$ cat src/rtl/tx_sequencer.sv
// Transmit sequencer: frames one message as header, PAYLOAD_LEN payload bytes and a STOP byte
// over a byte-wide SPI master handshake. Optional payload escaping is enabled with TX_ESCAPE_EN.
module tx_sequencer #(
  parameter int unsigned PAYLOAD_LEN = 16,
  parameter logic [7:0]  STOP_BYTE   = 8'hCC,
  parameter logic [7:0]  HDR0_BYTE   = 8'h33,
  parameter logic [7:0]  HDR1_BYTE   = 8'h3C,
  parameter logic [7:0]  ESC_BYTE    = 8'h7D
) (
  input  logic       clk,
  input  logic       reset,
  input  logic       transmit,
  input  logic       im_type,
  input  logic [7:0] tx_data,
  input  logic       data_valid,
  output logic       data_req,
  output logic [7:0] spi_data,
  output logic       spi_begin,
  input  logic       spi_ready,
  output logic       busy,
  output logic       done
);

  localparam int unsigned CW = (PAYLOAD_LEN > 0) ? $clog2(PAYLOAD_LEN + 1) : 1;
  localparam logic [CW-1:0] LEN = CW'(PAYLOAD_LEN);

  // An escape byte equal to the terminator would make framed payload ambiguous.
  if (ESC_BYTE == STOP_BYTE) begin : g_bad_escape
    $error("tx_sequencer: ESC_BYTE must differ from STOP_BYTE");
  end

  typedef enum logic [3:0] {
    IDLE,
    HDR,
    WAIT_H,
    FETCH,
    SEND,
    WAIT_P,
    STOP,
    WAIT_S
`ifdef TX_ESCAPE_EN
    ,
    ESC,
    WAIT_E
`endif
  } state_t;

  state_t        state, state_next;
  logic [CW-1:0] count, count_next;
  logic          frame_type, frame_type_next;
  logic [7:0]    spi_data_next;
  logic          spi_begin_next;
  logic          done_next;
`ifdef TX_ESCAPE_EN
  logic [7:0]    esc_buf, esc_buf_next;
`endif

  assign busy = (state != IDLE);

  always_comb begin
    state_next      = state;
    count_next      = count;
    frame_type_next = frame_type;
    spi_data_next   = spi_data;
    spi_begin_next  = 1'b0;
    done_next       = 1'b0;
    data_req        = 1'b0;
`ifdef TX_ESCAPE_EN
    esc_buf_next    = esc_buf;
`endif
    // spi_begin is registered, so it is still high in the first WAIT cycle;
    // a spi_ready seen alongside it belongs to no byte of ours and is dropped.
    case (state)
      IDLE: begin
        if (transmit) begin
          frame_type_next = im_type;
          count_next      = '0;
          state_next      = HDR;
        end
      end
      HDR: begin
        spi_data_next  = frame_type ? HDR1_BYTE : HDR0_BYTE;
        spi_begin_next = 1'b1;
        state_next     = WAIT_H;
      end
      WAIT_H, WAIT_P: begin
        if (spi_ready && !spi_begin) begin
          state_next = (count < LEN) ? FETCH : STOP;
        end
      end
      FETCH: begin
        data_req = data_valid;
        if (data_valid) begin
          count_next = count + CW'(1);
`ifdef TX_ESCAPE_EN
          if (tx_data == STOP_BYTE || tx_data == ESC_BYTE) begin
            esc_buf_next = tx_data;
            state_next   = ESC;
          end else begin
            spi_data_next = tx_data;
            state_next    = SEND;
          end
`else
          spi_data_next = tx_data;
          state_next    = SEND;
`endif
        end
      end
      SEND: begin
        spi_begin_next = 1'b1;
        state_next     = WAIT_P;
      end
      STOP: begin
        spi_data_next  = STOP_BYTE;
        spi_begin_next = 1'b1;
        state_next     = WAIT_S;
      end
      WAIT_S: begin
        if (spi_ready && !spi_begin) begin
          done_next  = 1'b1;
          state_next = IDLE;
        end
      end
`ifdef TX_ESCAPE_EN
      ESC: begin
        spi_data_next  = ESC_BYTE;
        spi_begin_next = 1'b1;
        state_next     = WAIT_E;
      end
      WAIT_E: begin
        if (spi_ready && !spi_begin) begin
          spi_data_next = esc_buf;
          state_next    = SEND;
        end
      end
`endif
      default: state_next = IDLE;
    endcase
  end

  always_ff @(posedge clk or posedge reset) begin
    if (reset) begin
      state      <= IDLE;
      count      <= '0;
      frame_type <= 1'b0;
      spi_data   <= '0;
      spi_begin  <= 1'b0;
      done       <= 1'b0;
`ifdef TX_ESCAPE_EN
      esc_buf    <= '0;
`endif
    end else begin
      state      <= state_next;
      count      <= count_next;
      frame_type <= frame_type_next;
      spi_data   <= spi_data_next;
      spi_begin  <= spi_begin_next;
      done       <= done_next;
`ifdef TX_ESCAPE_EN
      esc_buf    <= esc_buf_next;
`endif
    end
  end

endmodule

$ cat config.mk
export PLATFORM = sky130hd
export DESIGN_NAME = tx_sequencer
export DESIGN_NICKNAME = d
export VERILOG_FILES = /design/src/rtl/tx_sequencer.sv
export SDC_FILE = /design/constraint.sdc
export NUM_CORES = 1
export LEC_CHECK = 0
export ABC_AREA = 1
export BUFFER_PORTS_ARGS = -buffer_cell sky130_fd_sc_hd__buf_2
export CAP_MARGIN = 10
export CORE_AREA = 4 4 72 74
export CTS_BUF_LIST = sky130_fd_sc_hd__clkbuf_4 sky130_fd_sc_hd__clkbuf_8
export DETAILED_ROUTE_END_ITERATION = 12
export DIE_AREA = 0 0 76 78
export PLACE_DENSITY = 0.49
export SYNTH_ARGS = -nofsm -noshare
export SYNTH_HDL_FRONTEND = slang
export SYNTH_SLANG_ARGS = --single-unit
export TNS_END_PERCENT = 5
$ cat constraint.sdc
create_clock -name clk -period 1.5 [get_ports clk]
set_input_delay 0 -clock clk [delete_from_list [all_inputs] [get_ports clk]]
set_output_delay 0 -clock clk [all_outputs]
set_load 0.03 [all_outputs]
# Word level (Yosys, flattened, before mapping)
# Index checks and enable logic that the tools add are counted.
# op_classes
addsub,1
magnitude_cmp,1
eq_ne,11
muxes,16
n_reduce_logical,12
# op_table
operator,n
4-bit one-hot mux with 7 select lines,1
8-bit one-hot mux with 3 select lines,1
4-bit two-way mux,5
4-bit by 3-bit == test with 1-bit output (second input constant),4
5-bit two-way mux,2
5-bit one-hot mux with 2 select lines,1
4-bit by 2-bit == test with 1-bit output (second input constant),2
8-bit two-way mux,1
2-bit inequality test (second input constant),4
5-bit by 1-bit adder with 5-bit output (second input constant),1
5-bit less-than comparator (second input constant),1
4-bit by 1-bit == test with 1-bit output (second input constant),1
4-bit zero test,1
1-bit two-way mux,4
2-bit AND reduction,2
4-bit AND reduction,1
4-bit nonzero test,1
3-bit two-way mux,1
3-bit AND reduction,1
3-bit nonzero test,1
3-bit OR reduction,1
2-bit nonzero test,1
2-bit OR reduction,1
1-bit logical AND,1
1-bit zero test,1
# totals
regBits,20
in_bits,14
output_inout_bits,12

# Logic depth before layout (Yosys ltp)
# depth
ltp_word,4
mapped_depth,8

# Worst setup path before layout
# Ideal clock, no wire load.
# synth_timing
kind,reg-to-reg
start,register state[2]
end,register count[0]
t_arrival_ns,1.178
required_ns,1.377
setup_slack_ns,0.199
path_stages_with_launch,8
cell_sequence,dfrtp_1 -> buf_4 -> inv_4 -> nand3_4 -> nor2_4 -> inv_2 -> nand3_1 -> o21ai_1
# synth_via
elab_chain_len,3
# synth_rtl
element,line,rtl
from (decl),48,"state_t state, state_next;"
from (signal assigned),153,state <= state_next;
4-bit by 2-bit == test with 1-bit output / 4-bit zero test (equally long branches),73,case (state)
2-bit inequality test (no line) / 2-bit nonzero test (equally long branches),--,
3-bit AND reduction (no line),--,
to (signal assigned),154,count <= count_next;
to (decl),49,"logic [CW-1:0] count, count_next;"
# Several ways; a longest one is shown, not always the timed one.
# A chain may end at the register's enable or synchronous reset.

# Worst setup path after layout
# layout_timing
start,register state[1]
end,output port busy
# layout_via
elab_chain_len,1
# layout_rtl
element,line,rtl
4-bit nonzero test,58,assign busy = (state != IDLE);
to (decl),20,"output logic busy,"
# No other way between the ends.

==> results.sh <==
export IMPL_port_buffers=25
export IMPL_relSlewSlack=0.8102
export IMPL_cp_arrival_ps=1360
export IMPL_root_buffer="clkbuf_8"
export IMPL_numCtsBuffers=3
export IMPL_vias=943
export IMPL_vias_per_cell=4.154
export IMPL_drt_total_wl_um=2430
export IMPL_synth_compound_area_frac=0.05210
export IMPL_fmax_ghz=0.7358
export IMPL_hpwl_um=1846
export IMPL_p_total_uw=2913
export IMPL_start_util=0.2403
export IMPL_critPathMaxFanout=11
export IMPL_grt_pass1_wl_um=4340
export IMPL_final_setup_worst_slack_ps=140.9
export IMPL_die_area_um2=5928
export IMPL_drtIter0Drc=33
export IMPL_synth_mux_area_frac=0
export IMPL_die_width_um=76
export IMPL_worst_ir_drop_vdd_mv=0.7350
export IMPL_syn_area_um2=1105
export IMPL_maxSlewViolCount=0
export IMPL_synth_top_family_by_area="simple AND/OR/NAND/NOR gates"
export IMPL_gp_congestion=0.7708
export IMPL_synth_fa_ha_area_frac=0.01133
export IMPL_synth_cell_types=25
export IMPL_yosysTopAreaCell="dfrtp_1"
export IMPL_synth_seq_cells=19
export IMPL_routedWlPerCell_um=10.70
export IMPL_worst_skew_pair_late_latency_ps=260
export IMPL_crit_required_ps=1500
export IMPL_synth_simple_area_share=0.4179
export IMPL_core_area_um2=4598
export IMPL_final_hold_viol_count=0
export IMPL_dp_slack_ps=70.90
export IMPL_nets=189
export IMPL_maxCapViolCount=0
export IMPL_grt_pass1_vias=925
export IMPL_yosysSeqAreaShare=0.4304
export IMPL_drive_gt1_frac=0.3121
export IMPL_holdWs_ps=27.87
export IMPL_overflow=0
export IMPL_io_pins=26
export IMPL_tightest_slew_ps=284.7
export IMPL_cts_path_max_buffers=2
export IMPL_die_h_um=78
export IMPL_rsz0062_at_grt="false"
export IMPL_cts_tree="built"
export IMPL_antenna_found_initial=0
export IMPL_p_leak_uw=0.0007468
export IMPL_row_count=25
export IMPL_outcome="finished, final reports clean"
export IMPL_grt_use_total=0.08947
export IMPL_min_period_ps=1359
export IMPL_cp_start_kind="flop"
export IMPL_grt_start_max_net_pins=20
export IMPL_fin_util=0.3007
export IMPL_hold_path_class="input pin to flop"
export IMPL_cts_sink_count=19
export IMPL_synth_nets=154
export IMPL_ant_nets=0
export IMPL_drc=0
export IMPL_areaGrowthSynthToFinish_pct=25.14
export IMPL_synthTopCellsByArea="dfrtp_1 (43%), nand2_1 (20%), nand3_1 (5.9%)"
export IMPL_clk_pin_slew_ps=80
export IMPL_syn_avg_cell_area_um2=7.948
export IMPL_synth_xor_area_frac=0.01586
export IMPL_synth_top_area_frac=0.4304
export IMPL_criticalPathCategory="flop to primary output"
export IMPL_n_antenna_cell=0
export IMPL_cp_end_kind="primary output"
export IMPL_yosysWarnings=0
export IMPL_syn_inst=139
export IMPL_finalClockSkew_ps=4.003
export IMPL_h_tree_depth=1
export IMPL_finalSetupViolCount=0
export IMPL_period_share=0.9060
export IMPL_pwr_density_cell_nw_per_um2=2107
export IMPL_firstDrtPassIters=4
export IMPL_setup_tns_ps=0
==> layer usage <==
metal	vias up	GRT usage	wire length, um
met5	-	0	0
met4	0	0.02135	15
met3	2	0.03132	119
met2	21	0.1310	1019
met1	412	0.1250	1276
li1	508	-	-
==> area by class of cell <==
cell class	instances	area, um2
tap	54	67.56
clock buffer	3	41.29
timing repair buffer	33	190.2
inverter	12	50.05
clock inverter	1	5.005
multi-input combinational	105	549.3
fill	494	3216
sequential	19	479.2
==> metrics by stage <==
step | cells | area, um2
after floorplan | 139 | 1105
after global placement | 218 | 1290
after detailed placement | 218 | 1290
after CTS | 224 | 1359
after global routing | 227 | 1383
final | 227 | 1383
==> where the power goes <==
part           switching [uW]  internal, uW  total [uW]
clock network             177           185         362
logic                    1040           557        1600
registers                 224           726         951
==> worst paths after layout <==
| kind | cells past startpoint | slack (ps) | start | to |
|---|---|---|---|---|
| min in group asynchronous | 4 | 300 | reset | count[3] |
| max | 5 | 140 | state[1] | busy |
| min reg2reg | 2 | 480 | spi_data[1] | spi_data[1] |
| max in group asynchronous | 4 | 970 | reset | state[2] |
| max reg2reg | 6 | 250 | state[1] | count[2] |
| min | 3 | 30 | tx_data[4] | spi_data[4] |
==> registers in the layout, indices dropped and copies added (netlist names) <==
signal	cells
done	1
frame_type	1
spi_data	8
state	3
count	5
spi_begin	1
==> kinds of logic (layout without fill, tap and decap cells) <==
family | Yosys count | count (layout)
adders and majority gates | 1 | 1
AOI/OAI and AO/OA | 10 | 10
DFF | 19 | 19
and+or+nand+nor | 92 | 92
buffers and inverters | 15 | 49
xor gates and xnor gates | 2 | 2
==> cells in the mapped netlist <==
cell	n
buf_4	1
nor2_2	3
buf_6	2
nor3_1	1
nor2_8	1
xor2_1	1
nand2_1	58
inv_1	8
dfrtp_1	19
inv_4	2
nand3b_1	2
inv_2	2
nand3_4	2
nand2_2	2
nand2_4	3
a21oi_1	3
o21ai_0	2
xnor2_1	1
or2_1	2
nor2_4	1
o2111ai_1	2
ha_1	1
nand3_1	13
nor2_1	4
o21ai_1	3
==> worst max-delay path, cell delays in order, from the launching register on <==
cell	delay [ps]
dfrtp_2	520
nor2_2	160
inv_1	60
nor2_2	140
inv_1	60
buf_2	170
==> cells in the final DEF (no fill, tap or decap) <==
| cell | instances |
|---|---|
| nand3b_1 | 2 |
| o2111ai_1 | 2 |
| nand2_4 | 3 |
| nor2_2 | 3 |
| o21ai_1 | 3 |
| dfrtp_1 | 16 |
| o21ai_0 | 2 |
| dlygate4sd3_1 | 2 |
| nor2_8 | 1 |
| dfrtp_2 | 3 |
| nand2_2 | 2 |
| nor3_1 | 1 |
| clkbuf_8 | 3 |
| nor2_4 | 1 |
| buf_2 | 25 |
| buf_4 | 6 |
| inv_2 | 2 |
| xnor2_1 | 1 |
| nor2_1 | 4 |
| inv_4 | 2 |
| nand3_1 | 13 |
| a21oi_1 | 3 |
| nand3_4 | 2 |
| inv_1 | 8 |
| ha_1 | 1 |
| nand2_1 | 58 |
| or2_1 | 2 |
| clkinv_2 | 1 |
| xor2_1 | 1 |
==> repair_timing <==
action / CTS / global route
endpoints found under the setup margin: 1 / 4
resized for setup: 2 / 1
setup buffers: 0 / 3
endpoints found under the hold margin: 20 / 0
hold buffers: 2 / 0
pin swaps: 0 / 0
Power figures use the tool's default switching activity.
